$ cat config.mk
export PLATFORM = sky130hd
export DESIGN_NAME = mem_stage_ctrl
export DESIGN_NICKNAME = d
export VERILOG_FILES = /design/src/rtl/cpu_types_pkg.sv /design/src/rtl/mem_stage_ctrl_wb.sv /design/src/rtl/mem_stage_ctrl.sv
export SDC_FILE = /design/constraint.sdc
export NUM_CORES = 1
export LEC_CHECK = 0
export BUFFER_PORTS_ARGS = -buffer_cell sky130_fd_sc_hd__buf_2
export CAP_MARGIN = 20
export CORE_AREA = 2 2 144 146
export DETAILED_ROUTE_END_ITERATION = 16
export DIE_AREA = 0 0 146 148
export MAX_ROUTING_LAYER = met4
export PLACE_DENSITY = 0.53
export SYNTH_ARGS = -nofsm -noshare
export SYNTH_HDL_FRONTEND = slang
export SYNTH_SLANG_ARGS = --single-unit
$ cat constraint.sdc
create_clock -name CLK -period 3.12 [get_ports CLK]
set_input_delay 0.468 -clock CLK [delete_from_list [all_inputs] [get_ports CLK]]
set_output_delay 0.468 -clock CLK [all_outputs]
set_load 0.005 [all_outputs]
$ cat src/rtl/cpu_types_pkg.sv
// Shared pipeline types: word/register widths, memory-stage FSM states and
// the MEM/WB register bank command encoding.
package cpu_types_pkg;

    localparam int DATA_W = 32;
    localparam int REG_W  = 5;

    typedef logic [DATA_W-1:0] word_t;
    typedef logic [REG_W-1:0]  regbits_t;

    typedef enum logic [1:0] {
        IDLE = 2'd0,
        WAIT = 2'd1,
        HALT = 2'd2
    } memstate_t;

    // WB_HALT keeps the retired HALT visible and blocks any further register write.
    typedef enum logic [1:0] {
        WB_HOLD   = 2'd0,
        WB_LOAD   = 2'd1,
        WB_BUBBLE = 2'd2,
        WB_HALT   = 2'd3
    } wb_cmd_t;

    function automatic logic [DATA_W-1:0] lui_data(input logic [DATA_W-1:0] instr);
        return {instr[15:0], 16'h0000};
    endfunction

endpackage

$ cat src/rtl/mem_stage_ctrl_wb.sv
// MEM/WB boundary register bank: load, bubble, hold and halt-hold commands.
// Bubbles clear only the control bits; data fields keep their last values.
module mem_stage_ctrl_wb
    import cpu_types_pkg::*;
#(
    parameter int WORD_W = 32
) (
    input  logic              i_clk,
    input  logic              i_rst,
    input  wb_cmd_t           i_cmd,
    input  logic              i_cap_load,
    input  logic              i_memtoreg,
    input  logic              i_wen,
    input  logic              i_luiflag,
    input  logic              i_cuhalt,
    input  logic [4:0]        i_wsel,
    input  logic [WORD_W-1:0] i_output_port,
    input  logic [WORD_W-1:0] i_dmemload,
    input  logic [WORD_W-1:0] i_instr,
    output logic              o_memtoreg,
    output logic              o_wen,
    output logic              o_luiflag,
    output logic              o_cuhalt,
    output logic [4:0]        o_wsel,
    output logic [WORD_W-1:0] o_output_port,
    output logic [WORD_W-1:0] o_dmemload,
    output logic [WORD_W-1:0] o_instr,
    output logic [WORD_W-1:0] o_luidata
);

    logic              r_memtoreg;
    logic              r_wen;
    logic              r_luiflag;
    logic              r_cuhalt;
    logic [4:0]        r_wsel;
    logic [WORD_W-1:0] r_output_port;
    logic [WORD_W-1:0] r_dmemload;
    logic [WORD_W-1:0] r_instr;
    logic [WORD_W-1:0] r_luidata;
    logic [WORD_W-1:0] w_luidata;

    assign w_luidata = {i_instr[15:0], {(WORD_W-16){1'b0}}};

    always_ff @(posedge i_clk) begin
        if (i_rst) begin
            r_memtoreg    <= 1'b0;
            r_wen         <= 1'b0;
            r_luiflag     <= 1'b0;
            r_cuhalt      <= 1'b0;
            r_wsel        <= '0;
            r_output_port <= '0;
            r_dmemload    <= '0;
            r_instr       <= '0;
            r_luidata     <= '0;
        end else begin
            case (i_cmd)
                WB_LOAD: begin
                    r_memtoreg    <= i_memtoreg;
                    r_wen         <= i_wen;
                    r_luiflag     <= i_luiflag;
                    r_cuhalt      <= i_cuhalt;
                    r_wsel        <= i_wsel;
                    r_output_port <= i_output_port;
                    r_instr       <= i_instr;
                    r_luidata     <= w_luidata;
                    // Load data is only meaningful in the cycle the load completes.
                    if (i_cap_load) begin
                        r_dmemload <= i_dmemload;
                    end
                end
                WB_BUBBLE: begin
                    r_memtoreg <= 1'b0;
                    r_wen      <= 1'b0;
                    r_luiflag  <= 1'b0;
                    r_cuhalt   <= 1'b0;
                end
                WB_HALT: begin
                    r_wen    <= 1'b0;
                    r_cuhalt <= 1'b1;
                end
                default: begin
                end
            endcase
        end
    end

    assign o_memtoreg    = r_memtoreg;
    assign o_wen         = r_wen;
    assign o_luiflag     = r_luiflag;
    assign o_cuhalt      = r_cuhalt;
    assign o_wsel        = r_wsel;
    assign o_output_port = r_output_port;
    assign o_dmemload    = r_dmemload;
    assign o_instr       = r_instr;
    assign o_luidata     = r_luidata;

endmodule

$ cat src/rtl/mem_stage_ctrl.sv
// Memory stage: issues dmem load/store requests with a dhit handshake, stalls
// upstream while a request is outstanding, and drains the pipe on HALT.
module mem_stage_ctrl
    import cpu_types_pkg::*;
#(
    parameter int WORD_W = 32,
    parameter int CNT_W  = 16
) (
    input  logic              CLK,
    input  logic              RST,
    input  logic              memValid,
    input  logic              memREN,
    input  logic              memWENd,
    input  logic              memMemToReg,
    input  logic              memWEN,
    input  logic              memLUIflag,
    input  logic              memcuHALT,
    input  logic [4:0]        memwsel,
    input  logic [WORD_W-1:0] memOutput_Port,
    input  logic [WORD_W-1:0] memrdat2,
    input  logic [WORD_W-1:0] meminstr,
    input  logic              dhit,
    input  logic [WORD_W-1:0] dmemload,
    output logic              dmemREN,
    output logic              dmemWEN,
    output logic [WORD_W-1:0] dmemaddr,
    output logic [WORD_W-1:0] dmemstore,
    output logic              memStall,
    output logic              wbMemToReg,
    output logic              wbWEN,
    output logic              wbLUIflag,
    output logic              wbcuHALT,
    output logic [4:0]        wbwsel,
    output logic [WORD_W-1:0] wbOutput_Port,
    output logic [WORD_W-1:0] wbdmemload,
    output logic [WORD_W-1:0] wbinstr,
    output logic [WORD_W-1:0] wbLUIdata,
    output logic [CNT_W-1:0]  stallCount,
    output memstate_t         o_state
);

    memstate_t        r_state;
    logic [CNT_W-1:0] r_stall_cnt;
    wb_cmd_t          w_wb_cmd;
    logic             w_halt_in;
    logic             w_memop;
    logic             w_req_window;
    logic             w_ren;
    logic             w_wen;
    logic             w_stall;
    logic             w_cap_load;

    // A HALT in the slot outranks any memory op encoded alongside it.
    assign w_halt_in    = memValid & memcuHALT;
    assign w_memop      = memValid & ~memcuHALT & (memREN | memWENd);
    assign w_req_window = (r_state == IDLE) || (r_state == WAIT);

    // Load wins over an (illegal) simultaneous store.
    assign w_ren = w_req_window & memValid & ~memcuHALT & memREN;
    assign w_wen = w_req_window & memValid & ~memcuHALT & memWENd & ~memREN;

    assign w_stall    = (r_state == HALT) | (w_req_window & w_memop & ~dhit);
    assign w_cap_load = w_ren & dhit;

    always_comb begin
        w_wb_cmd = WB_BUBBLE;
        case (r_state)
            IDLE: begin
                if (w_halt_in) begin
                    w_wb_cmd = WB_LOAD;
                end else if (w_memop) begin
                    w_wb_cmd = dhit ? WB_LOAD : WB_BUBBLE;
                end else if (memValid) begin
                    w_wb_cmd = WB_LOAD;
                end else begin
                    w_wb_cmd = WB_BUBBLE;
                end
            end
            WAIT: begin
                w_wb_cmd = dhit ? WB_LOAD : WB_BUBBLE;
            end
            HALT: begin
                w_wb_cmd = WB_HALT;
            end
            default: begin
                w_wb_cmd = WB_BUBBLE;
            end
        endcase
    end

    always_ff @(posedge CLK) begin
        if (RST) begin
            r_state <= IDLE;
        end else begin
            case (r_state)
                IDLE: begin
                    if (w_halt_in) begin
                        r_state <= HALT;
                    end else if (w_memop && !dhit) begin
                        r_state <= WAIT;
                    end
                end
                WAIT: begin
                    if (dhit) begin
                        r_state <= IDLE;
                    end
                end
                HALT: begin
                    r_state <= HALT;
                end
                default: begin
                    r_state <= IDLE;
                end
            endcase
        end
    end

    always_ff @(posedge CLK) begin
        if (RST) begin
            r_stall_cnt <= '0;
        end else if (w_stall && (r_stall_cnt != {CNT_W{1'b1}})) begin
            r_stall_cnt <= r_stall_cnt + 1'b1;
        end
    end

    mem_stage_ctrl_wb #(
        .WORD_W (WORD_W)
    ) u_wb (
        .i_clk         (CLK),
        .i_rst         (RST),
        .i_cmd         (w_wb_cmd),
        .i_cap_load    (w_cap_load),
        .i_memtoreg    (memMemToReg),
        .i_wen         (memWEN),
        .i_luiflag     (memLUIflag),
        .i_cuhalt      (memcuHALT),
        .i_wsel        (memwsel),
        .i_output_port (memOutput_Port),
        .i_dmemload    (dmemload),
        .i_instr       (meminstr),
        .o_memtoreg    (wbMemToReg),
        .o_wen         (wbWEN),
        .o_luiflag     (wbLUIflag),
        .o_cuhalt      (wbcuHALT),
        .o_wsel        (wbwsel),
        .o_output_port (wbOutput_Port),
        .o_dmemload    (wbdmemload),
        .o_instr       (wbinstr),
        .o_luidata     (wbLUIdata)
    );

    assign dmemREN    = w_ren;
    assign dmemWEN    = w_wen;
    assign dmemaddr   = memOutput_Port;
    assign dmemstore  = memrdat2;
    assign memStall   = w_stall;
    assign stallCount = r_stall_cnt;
    assign o_state    = r_state;

endmodule

==> results of run 1 <==
kinds of logic after synthesis:
logic type | after synthesis
other | 1
AND/OR/NAND/NOR | 204
adder cells (fa/ha/maj) | 4
buffers and inverters | 132
AO/OA/AOI/OAI | 54
XOR/XNOR | 12
multiplexers | 71
flip-flops | 123
per-layer routing:
layer	global-route usage (%)
met1	16.00
met2	19.53
met3	4.321
met4	6.117
met5	-
stage by stage:
step / std cells / instance area [um^2] / util (%) / hold WS (ns)
2_1_floorplan: 616 / 5509 / - / 0.4527
3_5_place_dp: 1047 / 6476 / 32.32 / 0.4468
4_1_cts: 1078 / 7087 / 35.36 / 0.2649
3_3_place_gp: 1047 / 6476 / 32.32 / 0.4378
5_1_grt: 1078 / 7087 / 35.36 / 0.2849
==> out/metrics.csv, run 1 <==
metric,value,unit
yosysTopAreaCell,dfxtp_1,
synth_xor_area_share,1.927,%
ios,365,
cts.repair.resized,0,
toolErrorMsg,[ERROR DRT-0255] Maze Route cannot find path of net memrdat2[7] in worker of routeBox ( 96600 0 ) ( 146000 48300 ).,
ys_ff_latch,123,
outcome,aborted with a tool error,
clockBufferDepth,2,
syn_avg_cell_area,9.073,um^2
h-tree-depth,4,
place_congestion,0.7764,
track_usage,13.08,%
cts_setup_buffers,0,
synth_fa_ha_area_share,0.9179,%
grt_pass1_vias,4127,
synth_compound_area_share,6.058,%
muxShareOfSynthArea,13.13,%
ys.flop_type,dfxtp_1,
yosysMostFrequentCell,dfxtp_1,
port_buffers,284,
hpwlAfterDp,10550,um
yosys.area_share.simple,16.45,%
netlist_area,5453,um^2
synth.cells.most_frequent,"dfxtp_1 (123), buf_4 (100), nor2_1 (95), nand2_1 (71), mux2i_1 (70)",
synthTopCellsByArea,"dfxtp_1 (45%), buf_4 (14%), mux2i_1 (13%)",
start_util,27.21,%
cts.sinks,123,
chipWidth,146,um
stop_stage,detailed routing,
grt_max_degree,66,
antenna_found_initial,0,
grt_pass1_wl,21710,um
synthCells,601,
numCtsBuffers,17,
synth_top_family_by_area,simple AND/OR/NAND/NOR gates,
async_reset_ff_share,0,%
synth_edf_count,0,
grt.overflow.total,0,
die_h,148,um
synth_top_area_share,45.16,%
ys_types,45,
cts_root_buf,clkbuf_16,
yosysSeqAreaShare,45.16,%
postCtsHoldBufs,0,
place_ws,0.6292,ns
core.rowCount,52,
synth_warnings,0,
==> inputs of run 2 (changes only) <==
--- a/config.mk
+++ b/config.mk
@@ -7,11 +7,10 @@
 export LEC_CHECK = 0
 export BUFFER_PORTS_ARGS = -buffer_cell sky130_fd_sc_hd__buf_2
 export CAP_MARGIN = 20
-export CORE_AREA = 2 2 144 146
+export CORE_AREA = 2 2 142 144
 export DETAILED_ROUTE_END_ITERATION = 16
-export DIE_AREA = 0 0 146 148
-export MAX_ROUTING_LAYER = met4
-export PLACE_DENSITY = 0.53
+export DIE_AREA = 0 0 144 146
+export PLACE_DENSITY_LB_ADDON = 0.15
 export SYNTH_ARGS = -nofsm -noshare
 export SYNTH_HDL_FRONTEND = slang
 export SYNTH_SLANG_ARGS = --single-unit
==> run 2 against run 1 <==
Net effect:
- the flow now finishes without violations
- area after synthesis did not move
- global-route usage grew 0.60 points
- synthesized cell count unchanged
==> out/metrics.csv, run 2 <==
metric,value,unit,change
layout.nets,943,,
ys_ff_latch,123,,unchanged
skew,0.006060,ns,
synth_xor_area_share,1.927,%,unchanged
grt_pass1_vias,4140,,+0.31%
ff2ff_setup_slack,1.03,ns,
synthTopCellsByArea,"dfxtp_1 (45%), buf_4 (14%), mux2i_1 (13%)",,
cts.sinks,123,,unchanged
place_congestion,0.7238,,-6.8%
required,2.65,ns,
first_pass_iters,4,,
layout_common_cells,"buf_2 (283), dfxtp_1 (123), nor2_1 (95)",,
min_path_type,in -> reg,,
die_h,146,um,-1.4%
synthCells,601,,unchanged
ant_nets,0,,
clk_pin_slew_worst_paths,0.06,ns,
setup_tns,0,ns,
h-tree-depth,4,,unchanged
worst_slack,0.8676,ns,
yosys.area_share.simple,16.45,%,unchanged
avgRoutedWirePerCell,13.70,um,
cts_root_buf,clkbuf_16,,
outcome,"complete, no violations",,
async_reset_ff_share,0,%,unchanged
synth_top_area_share,45.16,%,unchanged
synth_warnings,0,,unchanged
yosysMostFrequentCell,dfxtp_1,,
rsz0062_at_grt,no,,
drc,0,,
tightest_slew,0.5799,ns,
synth_edf_count,0,,unchanged
track_usage,13.68,%,+0.60 points
seq_area,2462,um^2,
yosysTopAreaCell,dfxtp_1,,
design_area,7097,um^2,
synth_top_family_by_area,simple AND/OR/NAND/NOR gates,,
crit_path_max_fanout,14,,
slew_violations,0,,
fin_crit_sh,72.19,%,
place_area,6470,um^2,about the same
synth.cells.most_frequent,"dfxtp_1 (123), buf_4 (100), nor2_1 (95), nand2_1 (71), mux2i_1 (70)",,
worstSetupStartpointType,flop,,
netlist_area,5453,um^2,unchanged
grt.overflow.total,0,,unchanged
grt_pass1_wl,22380,um,+3.1%
synth_compound_area_share,6.058,%,unchanged
antenna_found_initial,1,,+1
ys.flop_type,dfxtp_1,,
port_buffers,284,,unchanged
peakVddDrop,0.0003457,V,
routed_wl,14720,um,
drive_gt1_share,41.29,%,
synth_fa_ha_area_share,0.9179,%,unchanged
muxShareOfSynthArea,13.13,%,unchanged
p_leak,3.372,nW,
min_period,2.252,ns,
cts_tree,built,,
hpwlAfterDp,10820,um,+2.6%
place_ws,0.6720,ns,+0.04281 ns
drtIter0Drc,105,,
hold_viol,0,,
worst-endpoint-arrival,1.78,ns,
powerDensity,591.9,nW/um^2,
design.core.area,19330,um^2,
fillers,2081,,
post-route-util,36.70,%,
fmax,444.0,MHz,
report.final.setup_viol,0,,
ys_types,45,,unchanged
cts.repair.resized,0,,unchanged
start_util,28.20,%,+0.99 points
slew_headroom,61.34,%,
multi_input_area,2171,um^2,
path_class,reg -> out,,
clockBufferDepth,2,,unchanged
die_area,21020,um^2,
core.rowCount,51,,-1.9%
syn_avg_cell_area,9.073,um^2,unchanged
chipWidth,144,um,-1.4%
viasPerCell,4.175,,
cts_setup_buffers,0,,unchanged
synthToLayoutAreaGrowth,30.15,%,
grt_max_degree,55,,-17%
via_count,4488,,
yosysSeqAreaShare,45.16,%,unchanged
crit_path_end_kind,primary output,,
max_cap_viol_count,0,,
numCtsBuffers,17,,unchanged
postCtsHoldBufs,0,,unchanged
insertion_delay,0.40,ns,
layout_commonest_cell,buf_2,,
ios,365,,unchanged
[run 2: path summary, 6_finish.rpt]
kind                                          start                   to  cells past startpoint
worst max-delay path                     o_state[1]             memStall                      3
worst min-delay path                   dmemload[11]  u_wb.o_dmemload[11]                      3
worst max register to register           o_state[1]       stallCount[11]                      5
worst min register to register  u_wb.o_dmemload[19]  u_wb.o_dmemload[19]                      2
[run 2: through the flow]
stage / hold WS [ns] / power (mW) / instances
5_1_grt: 0.2772 / 4.392 / 1075
3_3_place_gp: 0.4425 / 2.152 / 1042
2_1_floorplan: 0.4527 / 2.013 / 616
4_1_cts: 0.2693 / 4.287 / 1074
6_report: 0.2925 / 4.201 / 1075
3_5_place_dp: 0.4456 / 2.148 / 1042
[run 2: cells by family after synthesis]
family,count (synthesis)
buffers and inverters,132
adders and majority gates,4
DFF,123
other,1
and+or+nand+nor,204
AOI/OAI and AO/OA,54
xor gates and xnor gates,12
muxes,71
[run 2: final cells by class]
cell class	instances	area share, %
Sequential cell	123	34.70
Multi-Input combinational cell	361	30.59
Timing Repair Buffer	290	21.05
Clock buffer	18	6.047
Tap cell	265	4.672
Clock inverter	14	2.750
Inverter	3	0.1587
Antenna cell	1	0.03526
[run 2: where the power goes]
group	internal [mW]	leakage, nW	switching [mW]
registers	1.64	0.999	0.0361
clock network	1.34	0.305	0.753
logic	0.216	2.07	0.218
[run 2: worst max-delay path: stages (launching register included)]
cell and delay [ns]:
dfxtp_1 0.38, or3b_4 0.46, o21ai_4 0.35, buf_2 0.19
[run 2: layer usage]
layer / vias up / wire length (um) / global-route usage [%]
met3: 28 / 1164 / 5.397
met1: 2017 / 6025 / 15.55
met5: - / 0 / 0
met2: 177 / 7299 / 23.31
li1: 2266 / - / -
met4: 0 / 233 / 4.461
Power figures use the tool's default switching activity.
==> inputs of run 3 (changes only) <==
--- a/config.mk
+++ b/config.mk
@@ -5,11 +5,12 @@
 export SDC_FILE = /design/constraint.sdc
 export NUM_CORES = 1
 export LEC_CHECK = 0
+export ABC_AREA = 1
 export BUFFER_PORTS_ARGS = -buffer_cell sky130_fd_sc_hd__buf_2
 export CAP_MARGIN = 20
-export CORE_AREA = 2 2 142 144
+export CORE_MARGIN = 2
+export CORE_UTILIZATION = 30
 export DETAILED_ROUTE_END_ITERATION = 16
-export DIE_AREA = 0 0 144 146
 export PLACE_DENSITY_LB_ADDON = 0.15
 export SYNTH_ARGS = -nofsm -noshare
 export SYNTH_HDL_FRONTEND = slang
==> constraint.sdc (replaced) <==
create_clock -name CLK -period 2.2 [get_ports CLK]
set_input_delay 0.33 -clock CLK [delete_from_list [all_inputs] [get_ports CLK]]
set_output_delay 0.33 -clock CLK [all_outputs]
set_load 0.005 [all_outputs]
==> run 3 against run 2 <==
Net effect:
- first-iteration DRC count increased by 140%
- largest power group unchanged
- critical path type is now reg -> reg
- highest routed layer is now met5
- area after synthesis increased by 3.0%
- critical endpoint is now u_wb.o_dmemload[9]
- non-clock buffer count increased by 12
- largest cell class unchanged
==> out/metrics.csv, run 3 <==
metric,value,unit,change
outcome,"complete, no violations",,
grt_max_degree,71,,+29%
post-route-util,39.03,%,+2.3 points
place_congestion,0.7345,,+1.5%
synth_top_area_share,43.86,%,-1.3 points
rsz0062_at_grt,no,,
avgRoutedWirePerCell,13.46,um,-1.8%
path_delay_family,simple AND/OR/NAND/NOR gates,,
layout_common_cells,"buf_2 (284), nor2_1 (228), dfxtp_1 (123)",,
layout.nets,1102,,+17%
peakVddDrop,0.0005110,V,+48%
power,5.909,mW,+41%
min_path_type,in -> reg,,
max_stage_delay,0.48,ns,+0.02 ns
yosysSeqAreaShare,43.86,%,-1.3 points
ys_ff_latch,123,,unchanged
share_seq_of_total_power,42.0,%,+2.2 points
synthTopCellsByArea,"dfxtp_1 (44%), nor2_1 (15%), buf_4 (13%)",,
required,2.50,ns,-0.15 ns
clk_pin_slew_worst_paths,0.06,ns,about the same
worst-endpoint-arrival,2.29,ns,+0.51 ns
h-tree-depth,4,,unchanged
report.final.setup_viol,0,,unchanged
slew_violations,0,,unchanged
min_from,meminstr[28],,
path_buf_inv,2,,+1
die_area,19820,um^2,-5.7%
chipWidth,140.8,um,-2.2%
antenna_cells,0,,-1
holdPathStages,3,,unchanged
insertion_delay,0.41,ns,about the same
clkPwrFrac,43.8,%,-6.1 points
min_period,1.993,ns,
layout_commonest_cell,buf_2,,
track_usage,15.91,%,+2.2 points
netlist_area,5614,um^2,+3.0%
synth_edf_count,0,,unchanged
grt.overflow.total,0,,unchanged
place_ws,0.1012,ns,-0.5709 ns
synth_warnings,0,,unchanged
antenna_found_initial,1,,unchanged
grt_use_met2,25.19,%,+1.9 points
skew,0.007245,ns,+0.001185 ns
drc,0,,unchanged
via_count,5178,,+15%
grt_pass1_wl,25030,um,+12%
clockBufferDepth,2,,unchanged
routed_wl,16170,um,+9.9%
powerDensity,817.6,nW/um^2,+38%
hpwlAfterDp,11460,um,+5.9%
p_leak,3.602,nW,+6.8%
p_int,4.222,mW,+32%
viasPerCell,4.308,,+3.2%
ff2ff_setup_slack,0.21,ns,-0.82 ns
max_cap_viol_count,0,,unchanged
cts.sinks,123,,unchanged
cts_setup_buffers,0,,unchanged
ys.flop_type,dfxtp_1,,
crit_path_max_fanout,19,,+5
design.core.area,18520,um^2,-4.2%
cts_tree,built,,
path_class,reg -> reg,,
comb_power_share,14.2,%,+3.9 points
grtUsageMet3,6.386,%,+0.99 points
cpMaxStageDelayCell,dfxtp_1,,
hold_viol,0,,unchanged
fin_crit_sh,90.59,%,
grt_busiest_layer,met2,,
start_util,30.32,%,+2.1 points
drive_gt1_share,37.60,%,-3.7 points
worstSetupStartpointType,flop,,
crit_path_end_kind,flop,,
cts_root_buf,clkbuf_16,,
ff2ff_path_depth,9,,+4
synthToLayoutAreaGrowth,28.73,%,
synth.cells.most_frequent,"nor2_1 (228), dfxtp_1 (123), o21ai_0 (106), buf_4 (97), nand2_1 (64)",,
power_switching,1.687,mW,+67%
grt_pass1_vias,4822,,+16%
worst_slack,0.2071,ns,-0.6606 ns
numCtsBuffers,17,,unchanged
critical_path.cell_chain,nor2_1 -> nand2_1 -> o21ai_0 -> inv_1 -> ha_2 -> nand3_4 -> buf_4 -> o21ai_0 -> nor2_1,,
core.rowCount,50,,-2.0%
die_h,140.8,um,-3.6%
ys_types,31,,-31%
ios,365,,unchanged
cts.repair.resized,0,,unchanged
setup_tns,0,ns,unchanged
synthCells,752,,+25%
min_to,u_wb.o_instr[28],,
async_reset_ff_share,0,%,unchanged
port_buffers,284,,unchanged
syn_avg_cell_area,7.466,um^2,-18%
fmax,501.8,MHz,
yosysMostFrequentCell,nor2_1,,
p_sw_share,28.55,%,+4.6 points
grt_util_met1,20.11,%,+4.6 points
first_pass_iters,4,,unchanged
reg2reg_to,u_wb.o_dmemload[9],,
ant_nets,0,,unchanged
drtIter0Drc,251,,+140%
rr_startpoint,o_state[1],,
yosysTopAreaCell,dfxtp_1,,
postCtsHoldBufs,0,,unchanged
[run 3: layer usage]
layer | wire (um) | part of all wire (%)
met1 | 7351 | 45
met2 | 7251 | 45
met3 | 1383 | 8.6
met4 | 175 | 1.1
met5 | 13 | 0.080
[run 3: power by group through the flow]
| stage | logic (mW) | registers (mW) | clock network, mW |
|---|---|---|---|
| final | 0.839 | 2.48 | 2.59 |
| after global routing | 0.952 | 2.50 | 2.76 |
| after CTS | 0.844 | 2.48 | 2.67 |
| after detailed placement | 0.840 | 2.53 | 0 |
| after global placement | 0.843 | 2.53 | 0 |
| after floorplan | 0.510 | 2.54 | 0 |
[run 3: area by class of cell]
class	count	area, um^2
inverter	26	98.84
fill	1976	11290
sequential	123	2462
clock inverter	15	117.6
tap	234	292.8
clock buffer	17	425.4
multi-input combinational	485	2193
timing repair buffer	302	1637
[run 3: through the flow]
stage,std cells,instance area (um^2),hold WS [ns]
2_1_floorplan,767,5670,0.4527
3_3_place_gp,1169,6659,0.4560
3_5_place_dp,1169,6659,0.4519
4_1_cts,1201,7202,0.1162
5_1_grt,1202,7227,0.1300
6_report,1202,7227,0.1345
[run 3: how the worst max path moves through the flow]
stage	endpoint	cells after the start	start
after floorplan	u_wb.o_output_port[10]	14	memWENd
after global placement	u_wb.o_output_port[7]	14	memREN
after detailed placement	u_wb.o_instr[21]	14	memREN
after CTS	u_wb.o_instr[21]	10	o_state[1]
after global routing	u_wb.o_dmemload[9]	9	o_state[1]
final	u_wb.o_dmemload[9]	9	o_state[1]
[run 3: logic make-up (layout without fill, tap and decap cells)]
logic type      after synthesis  after routing  synth area share (%)
fa+ha+maj                     4              4                0.8915
flops                       123            123                 43.86
other cells                   1             16               0.06680
xor+xnor                      7              7                 1.092
compound gates              127            127                 11.97
simple gates                331            331                 24.00
buf+inv                     159            360                 18.12
[run 3: worst min-delay path, stage by stage]
cell and delay [ns]:
buf_2 0.07, nor2_1 0.03, nor2_1 0.08
==> inputs of run 4 (changes only) <==
--- a/config.mk
+++ b/config.mk
@@ -7,9 +7,9 @@
 export LEC_CHECK = 0
 export ABC_AREA = 1
 export BUFFER_PORTS_ARGS = -buffer_cell sky130_fd_sc_hd__buf_2
-export CAP_MARGIN = 20
 export CORE_MARGIN = 2
 export CORE_UTILIZATION = 30
+export CTS_BUF_LIST = sky130_fd_sc_hd__clkbuf_8
 export DETAILED_ROUTE_END_ITERATION = 16
 export PLACE_DENSITY_LB_ADDON = 0.15
 export SYNTH_ARGS = -nofsm -noshare
==> run 4 against run 3 <==
Net effect:
- critical endpoint is now u_wb.o_output_port[27]
- count of clock-buffer cells in the layout did not move
- clock skew is 0.0031 ns higher
- final area fell by 3.0%
- critical path depth grew 1
- power shrank 13%
- utilization is 1.2 points lower
- wire length decreased by 0.78%
- sequential share of layout area is 1.1 points higher
==> out/metrics.csv, run 4 (synthesis results as in run 3) <==
metric,value,unit,change
grt_pass1_wl,25000,um,-0.11%
min_period,1.920,ns,-0.07325 ns
fin_crit_sh,87.26,%,-3.3 points
crit_path_max_fanout,70,,+51
outcome,"complete, no violations",,
ant_nets,0,,unchanged
worst-endpoint-arrival,2.24,ns,-0.05 ns
power_switching,1.581,mW,-6.3%
fillers,1991,,+0.76%
core.rowCount,50,,unchanged
seq_area,2464,um^2,about the same
clockBufferDepth,2,,unchanged
grt.overflow.total,0,,unchanged
cts.sinks,123,,unchanged
grt_max_degree,71,,unchanged
port_buffers,284,,unchanged
placed_cells,1169,,unchanged
powerDensity,731.4,nW/um^2,-11%
comb_power_share,16.1,%,+1.9 points
slew_violations,0,,unchanged
fin_cells,1201,,-0.083%
place_area,6659,um^2,unchanged
crit_path_end_kind,flop,,
worstSetupStartpointType,flop,,
cts_tree,built,,
h-tree-depth,4,,unchanged
p_leak,3.503,nW,-2.7%
start_util,30.32,%,unchanged
fmax,520.9,MHz,+3.8%
post-route-util,37.86,%,-1.2 points
clkPwrFrac,35.6,%,-8.2 points
max_cap_viol_count,0,,unchanged
p_sw_share,30.82,%,+2.3 points
cts_root_buf,clkbuf_8,,
layout_common_cells,"buf_2 (284), nor2_1 (228), dfxtp_1 (122)",,
first_pass_iters,5,,+1
place_congestion,0.7345,,unchanged
drtIter0Drc,253,,+0.80%
holdWs,0.1101,ns,-0.02435 ns
required,2.52,ns,+0.02 ns
design_area,7012,um^2,-3.0%
layout.nets,1101,,-0.091%
p_int,3.548,mW,-16%
routed_wl,16050,um,-0.78%
die_h,140.8,um,unchanged
numCtsBuffers,17,,unchanged
worst_slack,0.2803,ns,+0.07325 ns
share_seq_of_total_power,48.3,%,+6.3 points
drc,0,,unchanged
min_path_type,in -> reg,,
layout_commonest_cell,buf_2,,
synthToLayoutAreaGrowth,24.89,%,
skew,0.01033,ns,+0.003089 ns
design.core.area,18520,um^2,unchanged
power,5.129,mW,-13%
track_usage,15.99,%,+0.074 points
hold_viol,0,,unchanged
avgRoutedWirePerCell,13.36,um,-0.70%
viasPerCell,4.306,,about the same
multi_input_area,2193,um^2,unchanged
path_class,reg -> reg,,
report.final.setup_viol,0,,unchanged
antenna_cells,0,,unchanged
chipWidth,140.8,um,unchanged
via_count,5172,,-0.12%
antenna_found_initial,1,,unchanged
insertion_delay,0.43,ns,+0.02 ns
grt_pass1_vias,4817,,-0.10%
ios,365,,unchanged
place_ws,0.1012,ns,unchanged
hpwlAfterDp,11460,um,unchanged
cts_setup_buffers,0,,unchanged
die_area,19820,um^2,unchanged
drive_gt1_share,37.64,%,+0.039 points
rsz0062_at_grt,no,,
peakVddDrop,0.0003000,V,-41%
clk_pin_slew_worst_paths,0.09,ns,+0.03 ns
setup_tns,0,ns,unchanged
[run 4: critical path, cell delays in order, from the launching register on]
cell and delay, ns:
dfxtp_2 0.42, nor2_1 0.09, nand2_1 0.09, o21ai_0 0.11, inv_1 0.08, ha_2 0.24
buf_12 0.27, inv_2 0.10, buf_12 0.18, nor2_1 0.11, nor2_1 0.05
[run 4: path summary, 6_finish.rpt]
kind	start	endpoint	slack, ns	cells after the start
worst max-delay path	o_state[1]	u_wb.o_output_port[27]	0.28	10
worst min-delay path	meminstr[28]	u_wb.o_instr[28]	0.11	3
worst min register to register	u_wb.o_wen	u_wb.o_wen	0.46	2
worst max register to register	o_state[1]	u_wb.o_output_port[27]	0.28	10
[run 4: area by class of cell]
class / count / area share, %
Sequential cell: 123 / 35.14
Multi-Input combinational cell: 485 / 31.28
Timing Repair Buffer: 301 / 22.98
Tap cell: 234 / 4.176
Clock buffer: 17 / 3.337
Clock inverter: 15 / 1.677
Inverter: 26 / 1.410
[run 4: power groups by stage]
stage | registers (mW) | logic [mW] | clock network (mW)
final | 2.48 | 0.824 | 1.83
after detailed placement | 2.53 | 0.840 | 0
after global placement | 2.53 | 0.843 | 0
after global routing | 2.50 | 0.936 | 2.01
after floorplan | 2.54 | 0.510 | 0
after CTS | 2.48 | 0.844 | 1.92
[run 4: what timing repair did]
item,CTS,global route
hold buffers,0,0
endpoints found under the setup margin,0,9
resized for setup,0,1
[run 4: layer usage]
metal / global-route usage [%] / routed length, um / vias to the layer above
met2: 25.16 / 7227 / 200
met1: 20.09 / 7329 / 2290
li1: - / - / 2669
met3: 6.692 / 1339 / 11
met4: 4.684 / 138 / 2
met5: 0 / 13 / -
